--- src/rtl/mem_access_unit.sv ---
// mem_access_unit: sequences byte-addressed loads/stores onto a 64-bit doubleword RAM,
// extracting/extending sub-doubleword loads, merging partial stores and flagging faults.
module mem_access_unit #(
    parameter int unsigned DEPTH_DW = 32,
    parameter int unsigned RAM_LAT  = 1
) (
    input  logic        clk,
    input  logic        rst_n,
    input  logic        req_valid,
    output logic        req_ready,
    input  logic        req_write,
    input  logic [1:0]  req_size,
    input  logic        req_signed,
    input  logic [63:0] req_addr,
    input  logic [63:0] req_wdata,
    output logic        resp_valid,
    output logic [63:0] resp_rdata,
    output logic        resp_fault,
    output logic [63:0] ram_address,
    output logic        ram_read_en,
    output logic        ram_write_en,
    output logic [63:0] ram_data_in,
    input  logic [63:0] ram_out
);

    typedef enum logic [2:0] {IDLE, RD, WR, RESP, FAULT} state_t;

    localparam int unsigned   CW       = (RAM_LAT > 1) ? $clog2(RAM_LAT) : 1;
    localparam logic [CW-1:0] LAST_CNT = CW'(RAM_LAT - 1);

    state_t        state_q, state_d;
    logic [CW-1:0] cnt_q, cnt_d;
    logic          write_q, write_d;
    logic          signed_q, signed_d;
    logic [1:0]    size_q, size_d;
    logic [2:0]    offset_q, offset_d;
    logic [63:0]   wdata_q, wdata_d;
    logic          read_en_d, write_en_d, resp_valid_d, resp_fault_d;
    logic [63:0]   address_d, data_in_d, rdata_d;

    logic          misaligned, out_of_range;
    logic [5:0]    shift;
    logic [63:0]   rd_shifted, load_ext, size_mask, byte_mask, merged;

    assign req_ready = (state_q == IDLE);

    always_comb begin
        out_of_range = (req_addr[63:3] >= 61'(DEPTH_DW));
        case (req_size)
            2'b00:   misaligned = 1'b0;
            2'b01:   misaligned = req_addr[0];
            2'b10:   misaligned = |req_addr[1:0];
            default: misaligned = |req_addr[2:0];
        endcase
    end

    // Extraction and merge both work on ram_out directly at the capture edge.
    always_comb begin
        shift      = {offset_q, 3'b000};
        rd_shifted = ram_out >> shift;
        case (size_q)
            2'b00: begin
                size_mask = 64'h0000_0000_0000_00FF;
                load_ext  = {{56{signed_q & rd_shifted[7]}}, rd_shifted[7:0]};
            end
            2'b01: begin
                size_mask = 64'h0000_0000_0000_FFFF;
                load_ext  = {{48{signed_q & rd_shifted[15]}}, rd_shifted[15:0]};
            end
            2'b10: begin
                size_mask = 64'h0000_0000_FFFF_FFFF;
                load_ext  = {{32{signed_q & rd_shifted[31]}}, rd_shifted[31:0]};
            end
            default: begin
                size_mask = '1;
                load_ext  = rd_shifted;
            end
        endcase
        byte_mask = size_mask << shift;
        merged    = (ram_out & ~byte_mask) | ((wdata_q & size_mask) << shift);
    end

    always_comb begin
        state_d      = state_q;
        cnt_d        = cnt_q;
        write_d      = write_q;
        signed_d     = signed_q;
        size_d       = size_q;
        offset_d     = offset_q;
        wdata_d      = wdata_q;
        address_d    = ram_address;
        data_in_d    = ram_data_in;
        rdata_d      = resp_rdata;
        read_en_d    = 1'b0;
        write_en_d   = 1'b0;
        resp_valid_d = 1'b0;
        resp_fault_d = 1'b0;
        case (state_q)
            IDLE: begin
                if (req_valid) begin
                    write_d  = req_write;
                    signed_d = req_signed;
                    size_d   = req_size;
                    offset_d = req_addr[2:0];
                    wdata_d  = req_wdata;
                    if (out_of_range || misaligned) begin
                        state_d      = FAULT;
                        resp_valid_d = 1'b1;
                        resp_fault_d = 1'b1;
                        rdata_d      = '0;
                    end else begin
                        address_d = {3'b000, req_addr[63:3]};
                        if (req_write && req_size == 2'b11) begin
                            state_d    = WR;
                            write_en_d = 1'b1;
                            data_in_d  = req_wdata;
                        end else begin
                            state_d   = RD;
                            read_en_d = 1'b1;
                            cnt_d     = '0;
                        end
                    end
                end
            end
            RD: begin
                if (cnt_q == LAST_CNT) begin
                    if (write_q) begin
                        state_d    = WR;
                        write_en_d = 1'b1;
                        data_in_d  = merged;
                    end else begin
                        state_d      = RESP;
                        resp_valid_d = 1'b1;
                        rdata_d      = load_ext;
                    end
                end else begin
                    cnt_d     = cnt_q + 1'b1;
                    read_en_d = 1'b1;
                end
            end
            WR: begin
                state_d      = RESP;
                resp_valid_d = 1'b1;
                rdata_d      = '0;
            end
            default: state_d = IDLE;
        endcase
    end

    always_ff @(posedge clk or negedge rst_n) begin
        if (!rst_n) begin
            state_q      <= IDLE;
            cnt_q        <= '0;
            write_q      <= 1'b0;
            signed_q     <= 1'b0;
            size_q       <= '0;
            offset_q     <= '0;
            wdata_q      <= '0;
            ram_address  <= '0;
            ram_data_in  <= '0;
            ram_read_en  <= 1'b0;
            ram_write_en <= 1'b0;
            resp_valid   <= 1'b0;
            resp_fault   <= 1'b0;
            resp_rdata   <= '0;
        end else begin
            state_q      <= state_d;
            cnt_q        <= cnt_d;
            write_q      <= write_d;
            signed_q     <= signed_d;
            size_q       <= size_d;
            offset_q     <= offset_d;
            wdata_q      <= wdata_d;
            ram_address  <= address_d;
            ram_data_in  <= data_in_d;
            ram_read_en  <= read_en_d;
            ram_write_en <= write_en_d;
            resp_valid   <= resp_valid_d;
            resp_fault   <= resp_fault_d;
            resp_rdata   <= rdata_d;
        end
    end

endmodule

--- config.mk ---
export PLATFORM = sky130hd
export DESIGN_NAME = mem_access_unit
export DESIGN_NICKNAME = d
export VERILOG_FILES = /design/src/rtl/mem_access_unit.sv
export SDC_FILE = /design/constraint.sdc
export NUM_CORES = 1
export LEC_CHECK = 0
export CAP_MARGIN = 10
export CORE_UTILIZATION = 40
export DETAILED_ROUTE_END_ITERATION = 10
export GPL_TIMING_DRIVEN = 1
export HOLD_SLACK_MARGIN = 0.02
export PLACE_DENSITY = 0.75
export REMOVE_ABC_BUFFERS = 1
export SETUP_SLACK_MARGIN = 0.4
export SLEW_MARGIN = 20
export SYNTH_ARGS = -nofsm -noshare
export SYNTH_HDL_FRONTEND = slang
export SYNTH_SLANG_ARGS = --single-unit
--- constraint.sdc ---
create_clock -name clk -period 4.8 [get_ports clk]
set_input_delay 0.48 -clock clk [delete_from_list [all_inputs] [get_ports clk]]
set_output_delay 0.48 -clock clk [all_outputs]
set_load 0.1 [all_outputs]
======== After elaboration in Yosys (flattened, before gate mapping) ========
Index checks and enable logic that the tools add are counted.
cells by class
  $lt $le $gt $ge ......................... 1
  reduce and logical (&&, ||, !) cells .... 15
  eq/ne operators ......................... 15
  bitwise gates (word level) .............. 8
  shifts and indexed selects .............. 3
  add/sub/neg operators ................... 1
  muxes and demuxes ....................... 42
operators with widths
  cell                                                                number
  2-to-1 mux 64 bit                                                   9
  one-hot mux 64 bit (3 select lines)                                 3
  AND 64 bit                                                          2
  one-hot mux 64 bit (2 select lines)                                 1
  << shifter 64 x 6 -> 64 bit                                         2
  NOT 64 bit                                                          1
  OR 64 bit                                                           1
  right shift 64 x 6 -> 64 bit                                        1
  greater-or-equal comparator 61 x 6 -> 1 bit, second input constant  1
  2-to-1 mux 1 bit                                                    19
  inequality test 2 bit, second input constant                        6
  2-to-1 mux 3 bit                                                    3
  one-hot mux 3 bit (3 select lines)                                  1
  equality test 2 bit, second input constant                          3
  one-hot mux 1 bit (2 select lines)                                  3
  one-hot mux 1 bit (3 select lines)                                  2
  AND reduction 6 bit                                                 1
  AND reduction 5 bit                                                 1
  equality test 2 x 1 -> 1 bit, second input constant                 2
  logical NOT 2 bit                                                   2
  inequality test 2 x 1 -> 1 bit, second input constant               2
  AND reduction 2 bit                                                 2
  AND reduction 4 bit                                                 1
  AND 1 bit                                                           3
  other kinds (13)                                                    13
storage, ports and cells
  input bits .............................. 199
  output and inout bits ................... 197
  register bits after elaboration ......... 268

======== Logic depth before layout (Yosys ltp) ========
Gate-level depths: netlist of the first run.
  word-level depth ........................ 9
  mapped depth ............................ 11
  mapped depth without buffers ............ 7

======== Worst setup path before layout of the first run ========
OpenSTA, ideal clock, no wires.
  kind .................................... reg2reg
  start point ............................. register state_q[1]
  end point ............................... register ram_data_in[16]
  data arrival time ....................... 3364 ps
  required time ........................... 4675 ps
  setup slack ............................. 1310 ps
  period minus slack after synthesis ...... 3490 ps
  stages on the path, launching flop included .. 12
  path through ............................ dfrtp_1 > buf_2 > nor3_2 > and2_1 > buf_2 > nand4_1 > nor4_2 > nor2_1 > buf_2 > inv_4 > buf_6 > mux2_2
on the way
  cells in the longest elaborated chain, start to end .. 3
ends and longest elaborated chain
  item                                                                     line  text
  start: declaration                                                       31    state_t state_q, state_d;
  start signal: assignment                                                 167   state_q <= state_d;
  logical NOT 3 bit (*)                                                    -
  via req_ready                                                            10    output logic req_ready,
  inequality test 2 x 1 -> 1 bit (no source line) (tied with other cells)  -
  AND reduction 6 bit (no source line)                                     -
  end signal: assignment                                                   175   ram_data_in <= data_in_d;
  end: declaration                                                         22    output logic [63:0] ram_data_in,
The timed path passes the listed nets; every way through them passes the cells marked *.
A chain may end at the register's enable or synchronous reset.

======== Worst setup path in the final report of the first run ========
  start point ............................. register size_q[1]
  end point ............................... register resp_rdata[44]
on the way
  cells in the longest elaborated chain, start to end .. 5
ends and longest elaborated chain
  item                                         line  text
  start: declaration                           35    logic [1:0] size_q, size_d;
  start signal: assignment                     171   size_q <= size_d;
  equality test 2 bit (tied with other cells)  61    case (size_q)
  one-hot mux 64 bit (3 select lines) (*)      61
  2-to-1 mux 64 bit (*)                        127   if (write_q) begin
  2-to-1 mux 64 bit (*)                        126   if (cnt_q == LAST_CNT) begin
  one-hot mux 64 bit (3 select lines) (*)      98    case (state_q)
  end signal: assignment                       180   resp_rdata <= rdata_d;
  end: declaration                             17    output logic [63:0] resp_rdata,
Every way passes the cells marked *; elsewhere a longest branch is shown, timed or not. The select of a mux whose other input is x is not followed.

==> reports/metrics.cfg, run 1 <==
[status]
outcome=completed

[power_and_ir_drop]
vdd_ir_drop_max_uv=271
p_int_w=0.00422
power_frac_seq=0.397
p_comb_frac=0.229
switching_share=0.322
p_sw_w=0.00200
p_leak_nw=8.67
clkPwrFrac=0.374
power.density_nw_per_um2=314

[cells_and_area]
mostFrequentLayoutCells=clkdlybuf4s50_1, nand2_1, dfrtp_1
seq_area_sq_um=6690
finalNetCount=2108
fillerInstances=3154
drive_gt1_frac=0.103
fin_cells=2397
multi_input_area_sq_um=7130
area_delta_synth_final_pct=37.4
postLayoutCellArea_sq_um=19800
final_common_cell=clkdlybuf4s50_1

[cts]
htree_levels=1
cts_setup_buffers=0
clk_latency_ns=0.58
ctsResizeCount=0
clock-sinks=267
cts_buffer_depth=3
numCtsBuffers=30
cts.hold.buffers_added=1
root_buffer=clkbuf_16
cts_tree=built
clk_pin_slew_ns=0.07

[yosys]
synth.distinct_cells=55
avgSynthCellArea_sq_um=9.24
synth_seq_cells=267
synth_top_area_cell=dfrtp_1
synth_edf_count=0
ys_seq_area_frac=0.463
synth.area.top_cells=dfrtp_1, nand2_1, mux2i_1, mux2_2, o21ai_0
synth_ff_type=dfrtp_1
syn_area_sq_um=14400
synthArstFlopShare=1.00
postSynthCellCount=1561
ys_warn_count=0
synth_top_area_frac=0.463

[detailed_routing]
antenna_left=0
avgViaCountPerCell=6.03
drt-pass1-iter-count=6
drt_iter0_markers=1563
avgRoutedWirePerCell_microns=25.4
finalWirelength_mm=61.0
drc=0
vias=14400

[sta]
hold_violations=0
clock.fmax_ghz=0.296
maxSlewHeadroom=0.233
rsz0062_at_grt=no
min_period_ns=3.37
drv_slew=0
hold_slack_ns=0.462
fin_crit_sh=0.703
clock_skew_ns=0.0156
tns_ns=0
worstMarginPinSlew_ns=1.15
setup_viol=0

[global_routing]
grt.busiest_layer=met2
grt_pass1_wl_mm=88.8
use_met1=0.414
gr-usage-all-layers=0.328
use_met2=0.509
grt_pass1_vias=14200
antenna_found_initial=8
overflow=0
grt_use_met3=0.0848
grt_max_degree=113

[placed_design]
gp_congestion=0.935
dpl_cell_area_sq_um=18800
port_buffers=392
post-place-cells=2337
hpwl_mm=41.6

[flow_run]
drv_cap=0

[worst_setup_path]
cpMostUsedCell=and2_1
path_max_fanout=43
startpoint=size_q[1]$_DFFE_PN0P_
critPathTopFamily=simple AND/OR/NAND/NOR gates
path_class=flip-flop to flip-flop
slowest_delay_ns=0.99
crit_chain=and2_1 -> buf_4 -> a211o_1 -> and2_1 -> a22o_1
worstSetupEndpointType=flip-flop
timing.rr.start=size_q[1]$_DFFE_PN0P_
critPathRequiredTime_ns=5.30
slowest_stage=dfrtp_2
cp-start-kind=flip-flop
cp.arrival_ns=3.88
crit_buf_inv=1

[floorplanning]
io_pins=396
initial_core_util=0.406
die_w_microns=192
die_area_sq_um=36800
rows=69
coreArea_sq_um=35500
die_h_microns=192

[hold_path]
hold_class=input pin to flip-flop
min_from=req_wdata[3]

==> flip-flops by register name (all words and copies together), names as in the netlist <==
signal / cells
ram_address: 61
resp_fault: 1
ram_read_en: 1
offset_q: 3
ram_data_in: 64
size_q: 2
write_q: 1
wdata_q: 64
resp_valid: 1
resp_rdata: 64
state_q: 3
ram_write_en: 1
signed_q: 1
==> synth_stat cells, types with 11 or more instances <==
library cell	n
nor2_1	60
a221o_1	14
o2bb2ai_1	27
nand2_1	293
o21ai_0	131
dfrtp_1	267
o211ai_1	11
o22ai_1	27
a22o_1	37
nor2b_1	12
and2_1	65
a21oi_1	119
mux2i_1	76
a211oi_1	12
inv_1	15
buf_2	27
nor3_1	14
mux2_2	67
a221oi_1	32
clkbuf_1	85
nand3_1	29
nor4_1	21
==> worst paths after layout <==
check,end,slack [ns],cells after the start
max in group asynchronous,offset_q[0]$_DFFE_PN0P_,2.93,3
max reg2reg,resp_rdata[44]$_DFFE_PN0P_,1.43,5
min,wdata_q[3]$_DFFE_PN0P_,0.46,3
max,resp_rdata[44]$_DFFE_PN0P_,1.43,5
min reg2reg,wdata_q[56]$_DFFE_PN0P_,0.47,2
min in group asynchronous,ram_data_in[45]$_DFFE_PN0P_,0.52,2
==> cells by family (layout without fill, tap and decap cells) <==
logic type | Yosys count | in the layout | synth area share
buffers and inverters | 149 | 517 | 0.0452
muxes | 154 | 154 | 0.115
DFF | 267 | 267 | 0.463
and+or+nand+nor | 522 | 522 | 0.165
AOI/OAI and AO/OA | 468 | 468 | 0.211
other | 1 | 8 | 0.000260
==> power groups by stage <==
stage	Sequential (W)	Combinational [W]	Clock, W
floorplan	0.00253	0.000694	0
global placement	0.00250	0.00136	0
detailed placement	0.00250	0.00138	0
CTS	0.00246	0.00139	0.00236
global route	0.00248	0.00151	0.00246
finish	0.00247	0.00143	0.00232
==> cell type report <==
type,count,share of cell area
Antenna cell,5,0.000632
Sequential cell,267,0.338
Tap cell,461,0.0291
Multi-Input combinational cell,1147,0.360
Inverter,18,0.00354
Clock inverter,13,0.00663
Timing Repair Buffer,445,0.219
Clock buffer,41,0.0430
==> worst reg2reg max path, cell delays in order, from the launching register on <==
cell,delay (ns)
dfrtp_2,0.99
and2_1,0.68
buf_4,0.35
a211o_1,0.14
and2_1,0.88
a22o_1,0.27
==> stage by stage <==
stage	total power, W	worst slack [ns]	utilization
after floorplan	0.00322	-1.12	-
after global placement	0.00386	1.26	0.530
after detailed placement	0.00388	1.17	0.530
after CTS	0.00620	1.54	0.558
after global routing	0.00644	1.40	0.558
final	0.00622	1.43	0.558
==> routing by layer <==
metal / part of all wire / vias up
met5: 0.00061 / -
met4: 0.059 / 6
met2: 0.44 / 983
met3: 0.12 / 224
met1: 0.38 / 6911
li1: - / 6322
No activity file was read; power rests on OpenSTA's default activity.
==> run 2: changes to the inputs <==
PLACE_DENSITY = 0.78   (was 0.75)
clock period = 2.9 ns   (was 4.8 ns; I/O delays follow)
==> run 2 against run 1 <==
  * Via count grew 2.2%
  * Routed wire length grew 1.5%
  * Total power grew 64%
  * Final cell count grew 1.4%
  * Non-clock buffer count grew 40
==> reports/metrics.cfg, run 2 (same netlist as run 1, synthesis figures left out) <==
[status]
outcome=completed

[worst_setup_path]
critPathRequiredTime_ns=3.36
cpMostUsedCell=buf_4
critPathTopFamily=compound AO/OA/AOI/OAI gates
slowest_stage=dfrtp_4
cp-start-kind=flip-flop
path_max_fanout=17
crit_chain=buf_4 -> buf_4 -> mux2_2 -> a221oi_1 -> nor2_1 -> a21oi_1 -> a21oi_2 -> a221o_1
cp.arrival_ns=2.93
path_class=flip-flop to flip-flop
slowest_delay_ns=0.59
crit_buf_inv=2
worstSetupEndpointType=flip-flop

[sta]
worstMarginPinSlew_ns=0.860
clock_skew_ns=0.0109
clock.fmax_ghz=0.404
hold_violations=0
fin_crit_sh=0.853
min_period_ns=2.47
rsz0062_at_grt=yes
drv_slew=0
worst_slack_ns=0.426
setup_viol=0
maxSlewHeadroom=0.427

[cells_and_area]
multi_input_area_sq_um=7180
reg_top3=ram_data_in: 64 flops, resp_rdata: 64 flops, wdata_q: 64 flops
drive_gt1_frac=0.219
final_common_cell=nand2_1
fillerInstances=3111
post-route-util=0.555
mostFrequentLayoutCells=nand2_1, buf_4, dfrtp_1
area_delta_synth_final_pct=36.7
seq_area_sq_um=6690
finalNetCount=2147

[global_routing]
grt_max_degree=75
use_met1=0.410
grt_use_met3=0.0915
antenna_found_initial=5
overflow=0
grt_pass1_wl_mm=89.9
gr-usage-all-layers=0.331
grt.busiest_layer=met2
use_met2=0.528
grt_pass1_vias=14400

[cts]
root_buffer=clkbuf_16
cts_buffer_depth=3
clk_latency_ns=0.57
numCtsBuffers=29
clock-sinks=267
htree_levels=1
clk_pin_slew_ns=0.06
cts_tree=built

[detailed_routing]
antenna_left=0
drc=0
drt_iter0_markers=1728
vias=14800
drt-pass1-iter-count=8
finalWirelength_mm=61.9
avgViaCountPerCell=6.08
avgRoutedWirePerCell_microns=25.5

[power_and_ir_drop]
clkPwrFrac=0.355
p_comb_frac=0.248
power_frac_seq=0.397
switching_share=0.321
p_sw_w=0.00327
vdd_ir_drop_max_uv=522
p_leak_nw=9.26
power.density_nw_per_um2=517
power_w=0.0102
p_int_w=0.00692

[placed_design]
gp_congestion=0.967
dp_slack_ns=-0.0389
port_buffers=392
hpwl_mm=44.5

[floorplanning]
coreArea_sq_um=35500
die_area_sq_um=36800
die_w_microns=192
rows=69
initial_core_util=0.406
io_pins=396
die_h_microns=192

[flow_run]
drv_cap=0

[hold_path]
hold_class=input pin to async pin

## run 2: changes by cell type in the layout (fill, tap and decap cells not counted), moves of 3 or more
cell and change:
buf_12 +6, clkdlybuf4s50_1 -193, buf_4 +223, clkbuf_8 -3
## run 2: per-stage QoR
stage               setup TNS [ns]  hold slack (ns)  instances  area (sq um)
floorplan                  -498.96         -0.00559       1432         13800
global placement             -1.83            0.281       2374         18700
detailed placement           -1.37            0.285       2374         18700
CTS                              0            0.254       2424         19600
global route                     0            0.294       2430         19700
finish                           0            0.271       2430         19700
## run 2: worst paths after layout
kind,slack [ns],cells after the start,startpoint,to
min reg2reg,0.48,2,wdata_q[61]$_DFFE_PN0P_,wdata_q[61]$_DFFE_PN0P_
min,0.27,2,rst_n,ram_data_in[21]$_DFFE_PN0P_
max in group asynchronous,1.83,3,rst_n,size_q[0]$_DFFE_PN0P_
min in group clk,0.27,3,req_wdata[31],wdata_q[31]$_DFFE_PN0P_
max,0.43,8,offset_q[0]$_DFFE_PN0P_,ram_data_in[48]$_DFFE_PN0P_
max reg2reg,0.43,8,offset_q[0]$_DFFE_PN0P_,ram_data_in[48]$_DFFE_PN0P_
## run 2: repair_timing
action,4_1_cts,5_1_grt
setup endpoints to repair,11,66
resized for setup,3,14
hold endpoints to repair,60,0
hold buffers,1,0
setup buffers,0,3
## run 2: power groups by stage
| stage | Combinational, W | Clock, W | Sequential [W] |
|---|---|---|---|
| final | 0.00253 | 0.00362 | 0.00405 |
| after global routing | 0.00266 | 0.00379 | 0.00406 |
| after CTS | 0.00241 | 0.00366 | 0.00403 |
| after detailed placement | 0.00239 | 0 | 0.00410 |
| after global placement | 0.00236 | 0 | 0.00409 |
| after floorplan | 0.00115 | 0 | 0.00418 |
## run 2: worst register-to-register path, delay by kind of cell (launching register included)
kind	cells	cell delay [ns]
compound gates	4	0.92
simple gates	1	0.07
flops	1	0.59
mux	1	0.38
buf+inv	2	0.40
## run 2: layout make-up
type	instances	area share
inverter	18	0.00368
tap	461	0.0293
clock buffer	38	0.0401
multi-input combinational	1147	0.364
clock inverter	11	0.00565
antenna	3	0.000381
timing repair buffer	485	0.217
sequential	267	0.340
## run 2: per-layer routing
metal  routed length [microns]  vias up
li1                          -     6403
met1                     22600     7064
met2                     28200     1099
met3                      7700      200
met4                      3400        4
met5                        23        -
==> run 3: changes to the inputs <==
SKIP_LAST_GASP = 1   (was unset)
==> results of run 3 <==
No change in the layout: final DEF, timing and power equal those of run 2.
